$ cat src/rtl/sipo_row_feeder_pkg.sv
// Shared types and constants for the SIPO row feeder: FSM state encoding, read latency
// and the counter-width helper.
package sipo_row_feeder_pkg;

  localparam int unsigned DATA_WIDTH   = 8;
  localparam int unsigned IF_WIDTH     = 4;
  localparam int unsigned KERNEL_WIDTH = 3;
  localparam int unsigned READ_LATENCY = 1;

  typedef enum logic [2:0] {
    StIdle,
    StWait,
    StFetch,
    StDrain,
    StDone
  } feed_state_e;

  // Bits needed to count 0..value-1, never less than one.
  function automatic int unsigned c_log_2(input int unsigned value);
    int unsigned width;
    width = 1;
    for (int i = 1; i < 32; i++) begin
      if ((32'd1 << i) < value) width = i + 1;
    end
    return width;
  endfunction

endpackage

$ cat src/rtl/sipo_row_feeder_if.sv
// Row-buffer read port: single-word reads, data returned one cycle after rd_en.
interface sipo_row_feeder_if
  import sipo_row_feeder_pkg::*;
#(
  parameter int unsigned ADDR_WIDTH = 10,
  parameter int unsigned IN_WIDTH   = DATA_WIDTH * IF_WIDTH
);
  logic                  rd_en;
  logic [ADDR_WIDTH-1:0] rd_addr;
  logic [IN_WIDTH-1:0]   rd_data;

  modport master (output rd_en, output rd_addr, input rd_data);
  modport slave  (input rd_en, input rd_addr, output rd_data);
endinterface

$ cat src/rtl/sipo_feed_pipe.sv
// Two-stage delay line aligning row tags with returned buffer data; drives the shift bar's
// serial word, first-word pulse and latch pulse.
module sipo_feed_pipe #(
  parameter int unsigned IN_WIDTH = 32
) (
  input  logic                clk,
  input  logic                reset,
  input  logic                issue,
  input  logic                first,
  input  logic                last,
  input  logic                pad,
  input  logic [IN_WIDTH-1:0] rd_data,
  output logic [IN_WIDTH-1:0] in_serial,
  output logic                begin_serial_in,
  output logic                refresh_parallel_array,
  output logic                drain_hit
);
  logic                s1_valid_q, s1_first_q, s1_last_q, s1_pad_q;
  logic [IN_WIDTH-1:0] ser_q;
  logic                begin_q, s2_last_q, refresh_q;

  always_ff @(posedge clk) begin
    if (reset) begin
      s1_valid_q <= 1'b0;
      s1_first_q <= 1'b0;
      s1_last_q  <= 1'b0;
      s1_pad_q   <= 1'b0;
      ser_q      <= '0;
      begin_q    <= 1'b0;
      s2_last_q  <= 1'b0;
      refresh_q  <= 1'b0;
    end else begin
      // Stage 1 lines the tags up with rd_data arriving after the read latency.
      s1_valid_q <= issue;
      s1_first_q <= first;
      s1_last_q  <= last;
      s1_pad_q   <= pad;
      if (s1_valid_q) ser_q <= s1_pad_q ? '0 : rd_data;
      begin_q    <= s1_valid_q & s1_first_q;
      s2_last_q  <= s1_valid_q & s1_last_q;
      refresh_q  <= s2_last_q;
    end
  end

  assign in_serial              = ser_q;
  assign begin_serial_in        = begin_q;
  assign refresh_parallel_array = refresh_q;
  assign drain_hit              = s2_last_q;
endmodule

$ cat src/rtl/sipo_row_feeder.sv
// Row-fetch controller feeding the SIPO shift bar. Optional zero-row padding around the
// region is enabled by defining SIPO_FEED_ZERO_PAD_EN.
module sipo_row_feeder
  import sipo_row_feeder_pkg::*;
#(
  parameter int unsigned IN_WIDTH   = DATA_WIDTH * IF_WIDTH,
  parameter int unsigned NUM        = KERNEL_WIDTH,
  parameter int unsigned ADDR_WIDTH = 10,
  parameter int unsigned ROW_WIDTH  = 8
) (
  input  logic                  clk,
  input  logic                  reset,
  input  logic                  start,
  input  logic [ADDR_WIDTH-1:0] base_addr,
  input  logic [ADDR_WIDTH-1:0] row_stride,
  input  logic [ROW_WIDTH-1:0]  num_rows,
  input  logic                  consumer_ready,
  output logic                  busy,
  output logic                  done,
  sipo_row_feeder_if.master     rd_bus,
  output logic [IN_WIDTH-1:0]   in_serial,
  output logic                  begin_serial_in,
  output logic                  refresh_parallel_array
);
  localparam int unsigned KW  = c_log_2(NUM);
  localparam int unsigned RCW = ROW_WIDTH + 1;  // room for the two pad rows

  feed_state_e           state_q, state_d;
  logic [ADDR_WIDTH-1:0] row_ptr_q, row_ptr_d, stride_q, stride_d;
  logic [RCW-1:0]        total_q, total_d, row_q, row_d, total_start;
  logic [KW-1:0]         k_q, k_d;
  logic                  done_q;
  logic                  issue, pad_row, last_word, last_row, drain_hit;

`ifdef SIPO_FEED_ZERO_PAD_EN
  assign total_start = RCW'(num_rows) + RCW'(2);
  assign pad_row     = (row_q == '0) || last_row;
`else
  assign total_start = RCW'(num_rows);
  assign pad_row     = 1'b0;
`endif

  assign last_word = (k_q == KW'(NUM - 1));
  assign last_row  = (row_q == total_q - RCW'(1));

  always_ff @(posedge clk) begin
    if (reset) begin
      state_q   <= StIdle;
      row_ptr_q <= '0;
      stride_q  <= '0;
      total_q   <= '0;
      row_q     <= '0;
      k_q       <= '0;
      done_q    <= 1'b0;
    end else begin
      state_q   <= state_d;
      row_ptr_q <= row_ptr_d;
      stride_q  <= stride_d;
      total_q   <= total_d;
      row_q     <= row_d;
      k_q       <= k_d;
      done_q    <= (state_q == StDone);
    end
  end

  always_comb begin
    state_d   = state_q;
    row_ptr_d = row_ptr_q;
    stride_d  = stride_q;
    total_d   = total_q;
    row_d     = row_q;
    k_d       = k_q;
    issue     = 1'b0;
    unique case (state_q)
      StIdle: begin
        if (start) begin
          row_ptr_d = base_addr;
          stride_d  = row_stride;
          total_d   = total_start;
          row_d     = '0;
          k_d       = '0;
          state_d   = (total_start == '0) ? StDone : StWait;
        end
      end
      StWait: begin
        // Word 0 goes out in the same cycle the consumer signals ready.
        if (consumer_ready) begin
          issue   = 1'b1;
          k_d     = KW'(1);
          state_d = StFetch;
        end
      end
      StFetch: begin
        issue = 1'b1;
        if (last_word) begin
          k_d   = '0;
          row_d = row_q + RCW'(1);
          if (!pad_row) row_ptr_d = row_ptr_q + stride_q;
          if (last_row)             state_d = StDrain;
          else if (!consumer_ready) state_d = StWait;
        end else begin
          k_d = k_q + KW'(1);
        end
      end
      StDrain: begin
        // Final word is on in_serial; its refresh fires as DONE is entered.
        if (drain_hit) state_d = StDone;
      end
      StDone:  state_d = StIdle;
      default: state_d = StIdle;
    endcase
  end

  assign busy           = (state_q != StIdle);
  assign done           = done_q;
  assign rd_bus.rd_en   = issue & ~pad_row;
  assign rd_bus.rd_addr = row_ptr_q + ADDR_WIDTH'(k_q);

  sipo_feed_pipe #(
    .IN_WIDTH(IN_WIDTH)
  ) u_pipe (
    .clk                    (clk),
    .reset                  (reset),
    .issue                  (issue),
    .first                  (k_q == '0),
    .last                   (last_word),
    .pad                    (pad_row),
    .rd_data                (rd_bus.rd_data),
    .in_serial              (in_serial),
    .begin_serial_in        (begin_serial_in),
    .refresh_parallel_array (refresh_parallel_array),
    .drain_hit              (drain_hit)
  );
endmodule

$ cat src/flat_wrapper.sv
// flat-port wrapper written by rule: the top's interface ports become plain ports
module sipo_row_feeder_flat import sipo_row_feeder_pkg::*;
#(
  parameter int unsigned IN_WIDTH   = DATA_WIDTH * IF_WIDTH,
  parameter int unsigned NUM        = KERNEL_WIDTH,
  parameter int unsigned ADDR_WIDTH = 10,
  parameter int unsigned ROW_WIDTH  = 8
)
  (clk, reset, start, base_addr, row_stride, num_rows, consumer_ready, busy, done, in_serial, begin_serial_in, refresh_parallel_array, rd_bus_rd_en, rd_bus_rd_addr, rd_bus_rd_data);
  sipo_row_feeder_if #(.ADDR_WIDTH(ADDR_WIDTH), .IN_WIDTH(IN_WIDTH)) rd_bus_i ();
  input  logic clk;
  input  logic reset;
  input  logic start;
  input  logic [ADDR_WIDTH-1:0] base_addr;
  input  logic [ADDR_WIDTH-1:0] row_stride;
  input  logic [ROW_WIDTH-1:0] num_rows;
  input  logic consumer_ready;
  output logic busy;
  output logic done;
  output logic [IN_WIDTH-1:0] in_serial;
  output logic begin_serial_in;
  output logic refresh_parallel_array;
  output wire logic [$bits(rd_bus_i.rd_en)-1:0] rd_bus_rd_en;
  output wire logic [$bits(rd_bus_i.rd_addr)-1:0] rd_bus_rd_addr;
  input wire logic [$bits(rd_bus_i.rd_data)-1:0] rd_bus_rd_data;
  assign rd_bus_rd_en = rd_bus_i.rd_en;
  assign rd_bus_rd_addr = rd_bus_i.rd_addr;
  assign rd_bus_i.rd_data = rd_bus_rd_data;
  sipo_row_feeder #(.IN_WIDTH(IN_WIDTH), .NUM(NUM), .ADDR_WIDTH(ADDR_WIDTH), .ROW_WIDTH(ROW_WIDTH)) u_core (.clk(clk), .reset(reset), .start(start), .base_addr(base_addr), .row_stride(row_stride), .num_rows(num_rows), .consumer_ready(consumer_ready), .busy(busy), .done(done), .rd_bus(rd_bus_i), .in_serial(in_serial), .begin_serial_in(begin_serial_in), .refresh_parallel_array(refresh_parallel_array));
endmodule
$ cat config.mk
export PLATFORM = sky130hd
export DESIGN_NAME = sipo_row_feeder_flat
export DESIGN_NICKNAME = d
export VERILOG_FILES = /design/src/rtl/sipo_row_feeder_pkg.sv /design/src/rtl/sipo_row_feeder_if.sv /design/src/rtl/sipo_feed_pipe.sv /design/src/rtl/sipo_row_feeder.sv /design/src/flat_wrapper.sv
export SDC_FILE = /design/constraint.sdc
export NUM_CORES = 1
export LEC_CHECK = 0
export CELL_PAD_IN_SITES_DETAIL_PLACEMENT = 1
export CELL_PAD_IN_SITES_GLOBAL_PLACEMENT = 1
export CORE_AREA = 4 4 142 89
export DETAILED_ROUTE_END_ITERATION = 8
export DIE_AREA = 0 0 146 93
export HOLD_SLACK_MARGIN = 0.02
export PLACE_DENSITY = 0.79
export SLEW_MARGIN = 40
export SYNTH_ARGS = -nofsm -noshare
export SYNTH_HDL_FRONTEND = slang
export SYNTH_SLANG_ARGS = --single-unit
$ cat constraint.sdc
create_clock -name clk -period 2.9 [get_ports clk]
set_input_delay 0.87 -clock clk [delete_from_list [all_inputs] [get_ports clk]]
set_output_delay 0.87 -clock clk [all_outputs]
set_load 0.005 [all_outputs]
==> results of run 1 <==
## cell families after synthesis
family                   count (synthesis)
adder cells (fa/ha/maj)                 15
XOR/XNOR                                31
AO/OA/AOI/OAI                           69
buffers and inverters                   36
multiplexers                            35
AND/OR/NAND/NOR                        180
flip-flops                              81
## stage by stage
stage / TNS, ns / std cells / setup slack, ns
after floorplan: 0 / 447 / 0.577
after global placement: -0.0944 / 690 / -0.0944
after detailed placement: -0.129 / 690 / -0.103
after CTS: -0.0235 / 707 / -0.0235
after global routing: -0.0270 / 709 / -0.0270
final: 0 / 709 / 0.0717
## power breakdown
| group | total [W] | switching (W) | internal (W) |
|---|---|---|---|
| Combinational | 0.000811 | 0.000378 | 0.000432 |
| Clock | 0.00120 | 0.000449 | 0.000753 |
| Sequential | 0.00132 | 0.000118 | 0.00121 |
| Total | 0.00334 | 0.000946 | 0.00239 |
## flip-flops by register name (all words and copies together), names as in the netlist
signal,cells
u_core.u_pipe.in_serial,32
u_core.row_ptr_q,10
u_core.stride_q,10
u_core.row_q,9
u_core.total_q,8
u_core.state_q,3
u_core.k_q,2
u_core.done,1
u_core.u_pipe.begin_serial_in,1
u_core.u_pipe.drain_hit,1
u_core.u_pipe.refresh_parallel_array,1
u_core.u_pipe.s1_first_q,1
u_core.u_pipe.s1_last_q,1
u_core.u_pipe.s1_valid_q,1
## placed cells by master, fill, tap and decap left out, types with 3 or more instances in the layout
master | synthesis | layout
xor2_1 | 14 | 14
buf_4 | 0 | 15
nor3_1 | 10 | 10
nand3_1 | 6 | 5
buf_2 | 2 | 3
dlymetal6s2s_1 | 0 | 3
clkbuf_16 | 0 | 9
clkdlybuf4s50_1 | 0 | 101
inv_1 | 13 | 13
nand4_1 | 3 | 3
nor2_1 | 62 | 60
and3_1 | 5 | 4
dlygate4sd2_1 | 0 | 3
nand2b_1 | 5 | 5
dfxtp_2 | 0 | 3
ha_1 | 13 | 11
a21oi_1 | 34 | 32
nor2b_1 | 5 | 5
dfxtp_1 | 81 | 76
mux2i_1 | 34 | 34
or3_1 | 3 | 3
xnor2_1 | 17 | 17
nand2_1 | 60 | 60
o21ai_0 | 6 | 6
a211oi_1 | 4 | 4
a311oi_1 | 5 | 5
nor3b_1 | 4 | 3
a21o_1 | 3 | 3
## final cells by class
cell class / count / area [sq um]
clock buffers: 11 / 233
clock inverters: 5 / 80.1
fillers: 1278 / 5650
inverters: 13 / 48.8
multi-input cells: 330 / 2200
flip-flops and latches: 81 / 1630
well taps: 144 / 180
repair buffers: 125 / 1200
## routing by layer
metal	GRT usage [%]	up-vias	part of all wire, %
met1	22.5	1771	45
met5	0	-	0
met2	30.0	85	46
met4	4.23	0	0.91
li1	-	1755	-
met3	8.38	12	8.0
## worst max path at each step
stage / start / endpoint
3_5_place_dp: consumer_ready / rd_bus_rd_en
3_3_place_gp: consumer_ready / rd_bus_rd_en
5_1_grt: u_core.row_ptr_q[3] / rd_bus_rd_addr[9]
2_1_floorplan: u_core.k_q[0] / rd_bus_rd_addr[8]
4_1_cts: u_core.row_ptr_q[0] / rd_bus_rd_addr[6]
6_report: u_core.k_q[1] / rd_bus_rd_addr[9]
## critical path: cells and delay by family, from the launching register on
kind / cells / cell delay (ns)
buffers and inverters: 1 / 0.51
xor gates and xnor gates: 1 / 0.11
adders and majority gates: 1 / 0.33
DFF: 1 / 0.33
AOI/OAI and AO/OA: 1 / 0.19
and+or+nand+nor: 2 / 0.14
## what timing repair did
item | 4_1_cts | 5_1_grt
gates cloned | 0 | 0
pin swaps | 2 | 3
setup endpoints to repair | 7 | 7
buffers inserted | 1 | 2
resized for setup | 22 | 10
## Yosys cell counts, drive strengths merged, types with 2 or more instances
library cell and number:
nor3 10, or4 2, nor4b 4, a211oi 4
and4 2, inv 13, nand2b 5, and2 2
dfxtp 81, a311oi 5, a21o 3, mux2i 34
clkbuf 20, buf 3, nor3b 4, ha 13
or2 3, o21ai 6, nand2 60, a31oi 3
nand4 3, nor2 62, xor2 14, fa 2
nor2b 5, nand3 6, and3 5, a21oi 35
o41ai 2, xnor2 17, or3 3
==> metrics.txt, run 1 <==
crit path kind=flip-flop to primary output; initial core utilization=34.7%; post-DR wirelength/cell=17.8 um; CTS tree=built; Sink Count=81; # diodes=0; reg-to-reg startpoint=u_core.state_q[1]; compound-cell area share of the yosys netlist=11.6%; Hold Crit Class=flip-flop to flip-flop; fin. max-slew vios=0; Std-Cell Rows=30; Final Cycle Share=97.5%; post-synthesis simple-gate area fraction=21.8%; R2R Setup Slk=0.25 ns; Tot Pwr=0.00334 W; Synth Area in XOR/XNOR=6.97%; synth warn=0; Max VDD drop=0.000326 V; vias in the first global route=3917; nets=639; Hold Buf Count CTS=0; die height=93 um; port bufs=110; Post-synth EDFFs=0; share of layout cells above drive strength 1=10.3%; Clock transition at path regs=0.06 ns; Setup Viol. Count Final=0; post-synthesis mux area share=9.31%; post-placement cell area=0.00518 sq mm; Endpoint, Worst Hold=u_core.u_pipe.drain_hit; crit start category=flip-flop; Critical Path Max Stage Delay=0.51 ns; first-pass GRT wire length=20.2 mm; Worst Reg2Reg Path Length in Cells=6; Worst-Margin Slew=0.806 ns; # IOs=111; Die Wd=146 um; Synth Area in Adders=5.20%; Worst Setup End Kind=primary output; Skew-Pair Late Insertion Delay=0.33 ns; clk_skew=0.00610 ns; initial antenna violation count=0; ranking of synthesized cells by area=dfxtp_1, mux2i_1, nor2_1, nand2_1, a21oi_1; Core Region=0.0112 sq mm; Final Core Density=49.7%; Final ANT Viol Nets=0; FMAX=354 MHz; run status=finished clean; mapped cell area=0.00390 sq mm; global route overflow=0; Critical-path top delay cell=clkdlybuf4s50_1; RR Endpoint=u_core.row_q[5]; DP HPWL=9.25 mm; largest family of logic cells by synthesized area=simple AND/OR/NAND/NOR gates; Max-Slew Margin vs Limit=46.3%; Leak Pwr=2.15 nW; WP data arrival=1.96 ns; post-synth top area cell=dfxtp_1; Synth Instances=447; Area Growth Syn to Fin=43.0%; Avg Cell Area, Syn=8.72 sq um; CP Data Required Time=2.03 ns; CTS H-tree depth=3; Placer Congestion=0.847; max cap viols=0; Post-synth top flop=dfxtp_1; Synth top area share=41.6%; total number of vias=3623; Hold Violations, Final=0; ys async rst share=0%; Pre-antenna DRT Iters=4; maximum fanout along the worst path=3; clk buf depth=2; WHS=0.466 ns; GR Util All Layers=18.4%; min cycle time layout=2.83 ns; die area=0.0136 sq mm; CTS root buffer=clkbuf_16; largest net degree at the start of global routing=72; unrepaired setup endpoints after global routing=true; CTS Buf Count=9; sequential share of the synthesized area=41.6%; First DRT Iteration DRCs=133; post-synthesis register bit count=81; CP cell instances=ha_1, a21oi_4, nor2_4, nand3_1, xnor2_1, clkdlybuf4s50_1; DRC=0; hold_sp=u_core.u_pipe.s1_last_q; net count after synthesis=526; Final Cell Area=0.00557 sq mm; Unique masters post-synth=52; Power Dens Cells=599 mW/mm^2; Vias/cell=5.11; WHS Path Cells=1; Detailed Route WL=12.6 mm
(Power assumes the default switching activity.)
==> inputs of run 2 (changes only) <==
ABC_AREA = 1   (was unset)
CORE_AREA = 4 4 145 91   (was 4 4 142 89)
CTS_CLUSTER_SIZE = 10   (was unset)
DIE_AREA = 0 0 149 95   (was 0 0 146 93)
PLACE_DENSITY = 0.8   (was 0.79)
==> run 2 against run 1 <==
Against the previous run: global-route usage up 2.0 points; synthesized cell count is 24% higher; via count grew 13%; sequential power increased by 20%; critical path type unchanged; setup slack improved by 0.017 ns; area after synthesis is 2.2% higher.
==> metrics.txt, run 2 <==
Sink Count=81 (unchanged); fin. max-slew vios=0 (unchanged); global route overflow=0 (unchanged); largest net degree at the start of global routing=48 (-33%); ys async rst share=0% (unchanged); CTS tree=built; FMAX=356 MHz (+0.61%); Hold Buf Count CTS=0 (unchanged); Synth top area share=40.7% (-0.91 points); port bufs=110 (unchanged); CTS Buf Count=9 (unchanged); Tot Pwr=0.00475 W (+42%); die area=0.0142 sq mm (+4.2%); crit path kind=flip-flop to primary output; vias in the first global route=4455 (+14%); mapped cell area=0.00399 sq mm (+2.2%); Pre-antenna DRT Iters=4 (unchanged); Area Growth Syn to Fin=43.5%; Post-synth top flop=dfxtp_1; CP Data Required Time=2.03 ns (about the same); CTS H-tree depth=3 (unchanged); Clock transition at path regs=0.06 ns (about the same); die height=95 um (+2.2%); post-synth top area cell=dfxtp_1; Post-synth EDFFs=0 (unchanged); Leak Pwr=2.42 nW (+13%); synth warn=0 (unchanged); R2R Setup Slk=0.66 ns (+0.41 ns); Skew-Pair Late Insertion Delay=0.34 ns (about the same); Hold Crit Class=flip-flop to flip-flop; Max VDD drop=0.000322 V (-1.1%); post-DR wirelength/cell=16.7 um (-6.0%); commonest non-fill, non-tap cell in the layout=nor2_1; Unique masters post-synth=37 (-29%); Detailed Route WL=14.1 mm (+12%); most frequent cell after synthesis=nor2_1; CTS root buffer=clkbuf_16; First DRT Iteration DRCs=216 (+62%); max cap viols=0 (unchanged); first-pass GRT wire length=22.7 mm (+13%); DP HPWL=10.6 mm (+15%); Power Dens Cells=831 mW/mm^2 (+39%); Final Cycle Share=96.9% (-0.60 points); Die Wd=149 um (+2.1%); maximum fanout along the worst path=3 (unchanged); # diodes=0 (unchanged); post-synthesis register bit count=81 (unchanged); crit start category=flip-flop; Hold Violations, Final=0 (unchanged); Worst Setup End Kind=primary output; # IOs=111 (unchanged); net count after synthesis=634 (+21%); WP data arrival=1.94 ns (-0.02 ns); synth cell count leaders=nor2_1, dfxtp_1, nand2_1; Placer Congestion=0.838 (-1.1%); Setup Viol. Count Final=0 (unchanged); DRC=0 (unchanged); total number of vias=4105 (+13%); min cycle time layout=2.81 ns (-0.0173 ns); GR Util All Layers=20.4% (+2.0 points); Worst-Margin Slew=0.538 ns (-0.267 ns); run status=finished clean; Core Region=0.0119 sq mm (+5.8%); Final ANT Viol Nets=0 (unchanged); nets=755 (+18%); most frequent cells in the layout=nor2_1, clkdlybuf4s50_1, dfxtp_1; initial antenna violation count=0 (unchanged); clk_skew=0.00911 ns (+0.00301 ns); clk buf depth=2 (unchanged); Max-Slew Margin vs Limit=64.1% (+18 points); Std-Cell Rows=31 (+3.3%); max reg flops=32 (unchanged); Synth Instances=555 (+24%); Avg Cell Area, Syn=7.18 sq um (-18%); Vias/cell=4.86 (-4.9%); initial core utilization=33.6% (-1.2 points); sequential share of the synthesized area=40.7% (-0.91 points); share of layout cells above drive strength 1=11.8% (+1.5 points); ranking of synthesized cells by area=dfxtp_1, nor2_1, o21ai_0, nand2_1, a21oi_1; WHS=0.430 ns (-0.0359 ns)
run 2: layout make-up:
cell class                      count  area, sq um
Clock buffer                       12          256
Clock inverter                      3         40.0
Fill cell                        1519         6150
Inverter                           45          174
Multi-Input combinational cell    407         2150
Sequential cell                    81         1630
Tap cell                          165          206
Timing Repair Buffer              132         1260
run 2: worst max-delay path, cell delays in order (launching register included):
cell and delay (ns):
dfxtp_2 0.34, ha_1 0.29, a21oi_2 0.07, nor2_2 0.14, nand3_2 0.11, nor2_4 0.11
buf_4 0.10, nand2_1 0.05, xnor2_1 0.12, dlygate4sd2_1 0.26
run 2: path summary, 6_finish.rpt:
path / startpoint / endpoint / cells past startpoint
worst min register to register: u_core.u_pipe.s1_last_q / u_core.u_pipe.drain_hit / 2
worst max-delay path: u_core.k_q[1] / rd_bus_rd_addr[7] / 9
worst max register to register: u_core.row_ptr_q[0] / u_core.row_ptr_q[8] / 15
worst min-delay path: u_core.u_pipe.s1_last_q / u_core.u_pipe.drain_hit / 2
run 2: routing by layer:
metal	wire [um]	global-route usage (%)	vias up
met5	0	0	-
li1	-	-	2043
met4	139	5.10	0
met1	6430	25.2	1967
met3	835	6.33	10
met2	6700	34.7	85
run 2: metrics by stage:
stage	cell area [sq um]	utilization, %	setup slack, ns	TNS (ns)	cells
6_report	5720	48.2	0.0889	0	845
5_1_grt	5720	48.2	-0.0236	-0.0236	845
4_1_cts	5670	47.8	0.00431	0	845
3_5_place_dp	5370	45.3	-0.0986	-0.182	829
3_3_place_gp	5370	45.3	0.0195	0	829
2_1_floorplan	3990	-	0.515	0	555
run 2: what timing repair did:
action                     CTS  global route
setup endpoints to repair    8             8
pin swaps                    7             3
setup buffers                1             0
gates resized for setup     24            11
run 2: cells by family after synthesis:
group	share of synthesized area [%]
buffers and inverters	6.66
adder cells (fa/ha/maj)	5.09
XOR/XNOR	3.74
AND/OR/NAND/NOR	28.1
flip-flops	40.7
AO/OA/AOI/OAI	15.7
run 2: power breakdown:
| part | leakage [nW] | internal, W | switching, W |
|---|---|---|---|
| registers | 0.665 | 0.00137 | 0.000204 |
| logic | 1.60 | 0.000865 | 0.00115 |
| clock network | 0.148 | 0.000706 | 0.000451 |
